### src/rtl/fan_ctrl_pkg.sv
// Shared widths and FSM state encoding for the fan speed ramp controller.
package fan_ctrl_pkg;

  localparam int unsigned LEVEL_W = 2;
  localparam int unsigned DUTY_W  = 9;
  localparam int unsigned FREQ_W  = 14;
  localparam int unsigned TIMER_W = 12;

  typedef enum logic [1:0] {
    OFF       = 2'd0,
    RAMP_UP   = 2'd1,
    HOLD      = 2'd2,
    RAMP_DOWN = 2'd3
  } fan_state_e;

endpackage

### src/rtl/fan_tick_gen.sv
// Free-running modulo-DIV counter; tick is high for one clock when the count is DIV-1.
module fan_tick_gen #(
  parameter int unsigned DIV = 4
) (
  input  logic clk,
  input  logic reset_p,
  output logic tick
);

  localparam int unsigned CNT_W = (DIV > 1) ? $clog2(DIV) : 1;
  localparam logic [CNT_W-1:0] LAST = CNT_W'(DIV - 1);

  logic [CNT_W-1:0] cnt_q, cnt_d;

  always_comb begin
    tick  = (cnt_q == LAST);
    cnt_d = tick ? '0 : cnt_q + 1'b1;
  end

  always_ff @(posedge clk) begin
    if (reset_p) begin
      cnt_q <= '0;
    end else begin
      cnt_q <= cnt_d;
    end
  end

endmodule

### src/rtl/fan_speed_ramp_ctrl.sv
// Button-driven fan level controller with soft-start/stop duty slewing toward the level target.
// Optional auto-off timer enabled by defining FAN_TIMER_EN.
module fan_speed_ramp_ctrl
  import fan_ctrl_pkg::*;
#(
  parameter int unsigned SYS_CLK_FREQ = 100_000_000,
  parameter int unsigned PWM_FREQ     = 10_000,
  parameter int unsigned RAMP_DIV     = 100_000,
  parameter int unsigned DUTY_L1      = 170,
  parameter int unsigned DUTY_L2      = 340,
  parameter int unsigned DUTY_L3      = 511,
  parameter int unsigned TIMER_STEP_S = 60
) (
  input  logic               clk,
  input  logic               reset_p,
  input  logic               btn_speed,
  input  logic               btn_off,
  input  logic               btn_timer,
  output logic [DUTY_W-1:0]  duty,
  output logic [FREQ_W-1:0]  pwm_freq,
  output logic [LEVEL_W-1:0] level,
  output logic               busy,
  output logic               fan_on,
  output logic [TIMER_W-1:0] timer_remain
);

  function automatic logic [DUTY_W-1:0] level_target(input logic [LEVEL_W-1:0] lvl);
    unique case (lvl)
      2'd1:    return DUTY_W'(DUTY_L1);
      2'd2:    return DUTY_W'(DUTY_L2);
      2'd3:    return DUTY_W'(DUTY_L3);
      default: return '0;
    endcase
  endfunction

  logic               ramp_tick;
  logic [LEVEL_W-1:0] level_q, level_d;
  logic [DUTY_W-1:0]  duty_q, duty_d;
  logic [DUTY_W-1:0]  target, target_nx;
  fan_state_e         state_q, state_d;
  logic               busy_q, fan_on_q;

  fan_tick_gen #(
    .DIV (RAMP_DIV)
  ) u_ramp_tick (
    .clk     (clk),
    .reset_p (reset_p),
    .tick    (ramp_tick)
  );

`ifdef FAN_TIMER_EN
  logic               sec_tick;
  logic [1:0]         sel_q, sel_d;
  logic [TIMER_W-1:0] remain_q, remain_d;

  fan_tick_gen #(
    .DIV (SYS_CLK_FREQ)
  ) u_sec_tick (
    .clk     (clk),
    .reset_p (reset_p),
    .tick    (sec_tick)
  );
`else
  localparam int unsigned unused_timer_cfg = SYS_CLK_FREQ + TIMER_STEP_S;
  logic unused_btn_timer;
  assign unused_btn_timer = btn_timer;
`endif

  assign target = level_target(level_q);

  always_comb begin
    level_d = level_q;
    if (btn_off) begin
      level_d = '0;
    end else if (btn_speed) begin
      level_d = level_q + 2'd1;
    end

`ifdef FAN_TIMER_EN
    sel_d    = sel_q;
    remain_d = remain_q;
    if (btn_off || (btn_speed && level_q == 2'd3)) begin
      sel_d    = '0;
      remain_d = '0;
    end else if (btn_timer && level_q != '0) begin
      sel_d    = sel_q + 2'd1;
      remain_d = TIMER_W'(int'(sel_d) * TIMER_STEP_S);
    end else if (sec_tick && remain_q != '0 && level_q != '0) begin
      remain_d = remain_q - 1'b1;
      // Expiry forces the level off; the normal ramp-down does the rest.
      if (remain_q == TIMER_W'(1)) begin
        level_d = '0;
        sel_d   = '0;
      end
    end
`endif

    duty_d = duty_q;
    if (ramp_tick) begin
      if (duty_q < target) begin
        duty_d = duty_q + 1'b1;
      end else if (duty_q > target) begin
        duty_d = duty_q - 1'b1;
      end
    end

    // State is evaluated against next duty/target so busy matches duty in the same cycle.
    target_nx = level_target(level_d);
    state_d   = state_q;
    unique case (state_q)
      OFF: begin
        if (target_nx != '0) state_d = RAMP_UP;
      end
      RAMP_UP: begin
        if (duty_d == target_nx) state_d = (target_nx == '0) ? OFF : HOLD;
        else if (duty_d > target_nx) state_d = RAMP_DOWN;
      end
      HOLD: begin
        if (duty_d < target_nx) state_d = RAMP_UP;
        else if (duty_d > target_nx) state_d = RAMP_DOWN;
      end
      RAMP_DOWN: begin
        if (duty_d == target_nx) state_d = (target_nx == '0) ? OFF : HOLD;
        else if (duty_d < target_nx) state_d = RAMP_UP;
      end
      default: state_d = OFF;
    endcase
  end

  always_ff @(posedge clk) begin
    if (reset_p) begin
      level_q  <= '0;
      duty_q   <= '0;
      state_q  <= OFF;
      busy_q   <= 1'b0;
      fan_on_q <= 1'b0;
    end else begin
      level_q  <= level_d;
      duty_q   <= duty_d;
      state_q  <= state_d;
      busy_q   <= (state_d == RAMP_UP) || (state_d == RAMP_DOWN);
      fan_on_q <= (duty_d != '0);
    end
  end

`ifdef FAN_TIMER_EN
  always_ff @(posedge clk) begin
    if (reset_p) begin
      sel_q    <= '0;
      remain_q <= '0;
    end else begin
      sel_q    <= sel_d;
      remain_q <= remain_d;
    end
  end
  assign timer_remain = remain_q;
`else
  assign timer_remain = '0;
`endif

  assign duty     = duty_q;
  assign level    = level_q;
  assign busy     = busy_q;
  assign fan_on   = fan_on_q;
  assign pwm_freq = FREQ_W'(PWM_FREQ);

endmodule

### config.mk
export PLATFORM = sky130hd
export DESIGN_NAME = fan_speed_ramp_ctrl
export DESIGN_NICKNAME = d
export VERILOG_FILES = /design/src/rtl/fan_ctrl_pkg.sv /design/src/rtl/fan_tick_gen.sv /design/src/rtl/fan_speed_ramp_ctrl.sv
export SDC_FILE = /design/constraint.sdc
export NUM_CORES = 1
export LEC_CHECK = 0
export BUFFER_PORTS_ARGS = -buffer_cell sky130_fd_sc_hd__buf_4
export CAP_MARGIN = 20
export CORE_ASPECT_RATIO = 2
export CORE_UTILIZATION = 56
export CTS_CLUSTER_SIZE = 28
export DETAILED_ROUTE_END_ITERATION = 10
export GPL_TIMING_DRIVEN = 1
export PLACE_DENSITY_LB_ADDON = 0.1
export SYNTH_ARGS = -nofsm -noshare
export SYNTH_HDL_FRONTEND = slang
export SYNTH_SLANG_ARGS = --single-unit
### constraint.sdc
create_clock -name clk -period 4.3 [get_ports clk]
set_input_delay 0.43 -clock clk [delete_from_list [all_inputs] [get_ports clk]]
set_output_delay 0.43 -clock clk [all_outputs]
set_load 0.02 [all_outputs]
==> metrics.md <==
| Metric | Value |
|---|---|
| Run status | completed |
| Worst hold-check slack | 0.460 ns |
| Estimated wirelength of the detail-placed design | 3800 microns |
| Number of antenna diodes | 0 |
| Number of enable flip-flop cells after synthesis | 0 |
| Die footprint | 0.00440 sq mm |
| Switching share of total power | 25.9% |
| GR Util All Layers | 25.0% |
| Number of antenna violations at the first check in global routing | 0 |
| Area of all sequential standard cells | 621 sq um |
| Maxcap violations | 0 |
| Total via count after detailed routing | 1927 |
| Synth Cell Area | 0.00231 sq mm |
| Synthesized instance count | 271 |
| Cell type contributing the most total cell area after synthesis | dfxtp_1 |
| Internal power contribution | 0.516 mW |
| Area share of fa/ha/maj cells after synthesis | 12.5% |
| Routed wire per std cell | 14.1 microns |
| Final design utilization | 65.8% |
| FF+latch count, synth | 31 |
| Total DRC errors in the routed layout | 0 |
| Max stage delay cell, worst path | a211oi_4 |
| Required time of the critical path | 4.49 ns |
| Proportion of register bits with asynchronous set or reset after synthesis | 0% |
| Relative slew slack | 56.6% |
| ANT nets after route | 0 |
| Syn-to-layout area delta | 10.6% |
| Most frequent cell on the critical path | ha_1 |
| Cell with the most instances after synthesis | dfxtp_1 |
| Num ports | 44 |
| Net switching power | 0.180 mW |
| Gr ovfl total | 0 |
| Most used flip-flop cell after synthesis | dfxtp_1 |
| DP Cell Count | 340 |
| Pin count of the biggest net entering global routing | 19 |
| Worst-case clock skew | 0.00706 ns |
| Top fanout value on the critical path | 8 |
| Leakage power figure | 1.14 nW |
| Min Clock Period, post-route | 4.02 ns |
| Area occupied by multi-input gates | 0.00151 sq mm |
| First-pass detailed-route iteration total | 4 |
| Multiplexer fraction of the synthesized cell area | 2.60% |
| Die Span X | 47.4 microns |
| Nature of the critical path endpoint | register |
| Proportion of power drawn by combinational gates | 15.0% |
| Cell variety after synth | 48 |
| Routability cong. | 0.871 |
| Max H-tree Level | 2 |
| Post-route fraction of the period consumed by the critical path | 93.5% |
| Fraction of synthesized cell area taken by the top area cell type | 26.9% |
| Maximum count of clock buffers along a single path | 2 |
| Class of the most critical hold timing path | input pin to register |
| Setup repair after global routing missed its margin | no |
| IR Drop Worst-Case VDD | 390 uV |
| Count of hold-fix buffers inserted at cts | 0 |
| Total setup violations reported at the end of the flow | 0 |
| Yosys warning total | 0 |
| First-pass GRT wire length | 7910 microns |
| Initial cell density of the core | 59.5% |
| Number of sinks handled by clock tree synthesis | 31 |
| TritonCTS clock tree | built |
| PwrDens | 273 mW/mm^2 |
| Clock buffer count from CTS | 5 |
| Number of design-rule violations left by the first detailed-router iteration | 39 |
| Wl on met1 | 1700 microns |
| Post-Layout Cell Count | 349 |
| Rows | 32 |
| Commonest cells post-synth | dfxtp_1 (31), nor2_1 (27), buf_4 (26) |
| Cells along the critical path | inv_1, ha_1, nor2_1, buf_4, ha_1, and4_1, a21o_1, a211oi_4, a21oi_1, o21ai_0, inv_1, ha_1, nor2b_1, o21a_1, o21a_1, o21ai_0, a211oi_1, o211ai_1, and3b_1 |
| Reg power frac | 42.6% |
| Wire length after detailed routing | 4910 microns |
| Met3 Routed Length | 199 microns |
| Register clock-pin slew on the reported worst setup and hold paths | 0.07 ns |
| Chip height | 92.8 microns |
| Proportion of layout cells with a drive suffix above 1 | 15.1% |
| Category of the worst setup path launch point | register |
| Clock root cell | clkbuf_8 |
| Layout net count | 325 |
| Largest family of logic cells by synthesized area | simple AND/OR/NAND/NOR gates |
| Clock group share of total power | 42.4% |
| Final Max Slew Viols | 0 |
| Later-pin clock latency in the skew report | 0.29 ns |
| Final Hold Fails | 0 |
| Syn Area/Cell | 8.52 sq um |
| Met2 wire length | 2710 microns |
| Final sum of negative setup slack | 0 ns |
| Core Footprint | 0.00388 sq mm |
| Compound-gate portion of the synthesized area | 9.75% |
| Port buffer count | 16 |
| Via count of the first global-routing pass | 1831 |
| Max Used Layer | met4 |
| Via density per instance | 5.52 |
| Worst slew pin tran | 0.645 ns |
| Number of filler instances in the final layout | 359 |
| Biggest area contributors in the synthesized netlist | dfxtp_1 (27%), ha_1 (12%), buf_4 (8.5%) |
| Slowest Stage Delay on Critical Path | 0.42 ns |
| Maximum clock frequency | 249 MHz |
| Area share of xor/xnor cells in the synthesized design | 7.96% |
| Simple logic cell fraction of the synthesized area | 28.3% |
| Sequential-to-total area share from yosys stat | 26.9% |
| Critical Path AT | 4.21 ns |
| Type of the worst setup path | register to register |
[registers in the layout, indices dropped and copies added (netlist names)]
signal and flops:
level 2, u_ramp_tick.cnt_q 17, busy 1, state_q 1
duty 9, fan_on 1
[worst max-delay path: cells and delay by family, from the launching register on]
family          cells  cell delay, ns
flops               1            0.38
fa+ha+maj           3            0.75
buf+inv             3            0.32
compound gates      9            1.80
simple gates        4            0.67
[layer usage]
| metal | vias to the layer above | GRT usage, % |
|---|---|---|
| met2 | 59 | 43.2 |
| met4 | 0 | 19.3 |
| li1 | 958 | - |
| met5 | - | 0 |
| met1 | 886 | 22.8 |
| met3 | 24 | 5.26 |
[kinds of logic (layout without fill, tap and decap cells)]
logic type	Yosys count	in the layout
AOI/OAI and AO/OA	30	30
xor gates and xnor gates	21	21
adders and majority gates	23	23
buffers and inverters	42	45
DFF	31	31
muxes	6	6
other	2	26
and+or+nand+nor	116	116
[stage by stage]
step                worst slack, ns  area (sq um)  total power, mW
CTS                           0.218          2540            0.702
global route                 0.0105          2550            0.724
detailed placement            0.305          2420            0.404
finish                        0.280          2550            0.696
floorplan                     0.332          2400            0.401
global placement              0.346          2420            0.402
[path summary, 6_finish.rpt]
kind,cells after the start,slack (ns),start,to
max,19,0.28,level[0],busy
min,2,0.46,reset_p,state_q[1]
max reg2reg,19,0.28,level[0],busy
min reg2reg,1,0.47,u_ramp_tick.cnt_q[0],u_ramp_tick.cnt_q[0]
[cell type report]
type	instances	area share, %
clock inverter	2	1.37
multi-input combinational	222	59.2
tap	51	2.50
sequential	31	24.3
timing repair buffer	27	7.93
inverter	10	1.47
clock buffer	6	3.23
[power by group through the flow]
stage                     registers, mW  clock network (mW)  logic (mW)
after floorplan                   0.305                   0      0.0961
after global placement            0.303                   0      0.0986
after detailed placement          0.304                   0       0.100
after CTS                         0.297               0.304       0.100
after global routing              0.298               0.312       0.114
final                             0.297               0.295       0.104
[timing repair]
| item | 4_1_cts | 5_1_grt |
|---|---|---|
| setup endpoints to repair | 0 | 1 |
| buffers inserted | 0 | 1 |
| hold endpoints to repair | 0 | 0 |
| gates resized for setup | 0 | 2 |
[placed cells by master (no fill, tap or decap), types with 3 or more instances in the layout]
master and count:
a21oi_1 8, and2_1 3, and4_1 6, buf_4 27, clkbuf_8 6, conb_1 26, dfxtp_1 31, ha_1 23
inv_1 10, mux2i_1 6, nand2_1 17, nand3_1 12, nand4_1 10, nor2_1 27, nor2b_1 9, nor3_1 7
nor4b_1 3, o21a_1 3, o21ai_0 5, or3_1 3, xnor2_1 4, xor2_1 17
(Power assumes the default switching activity.)
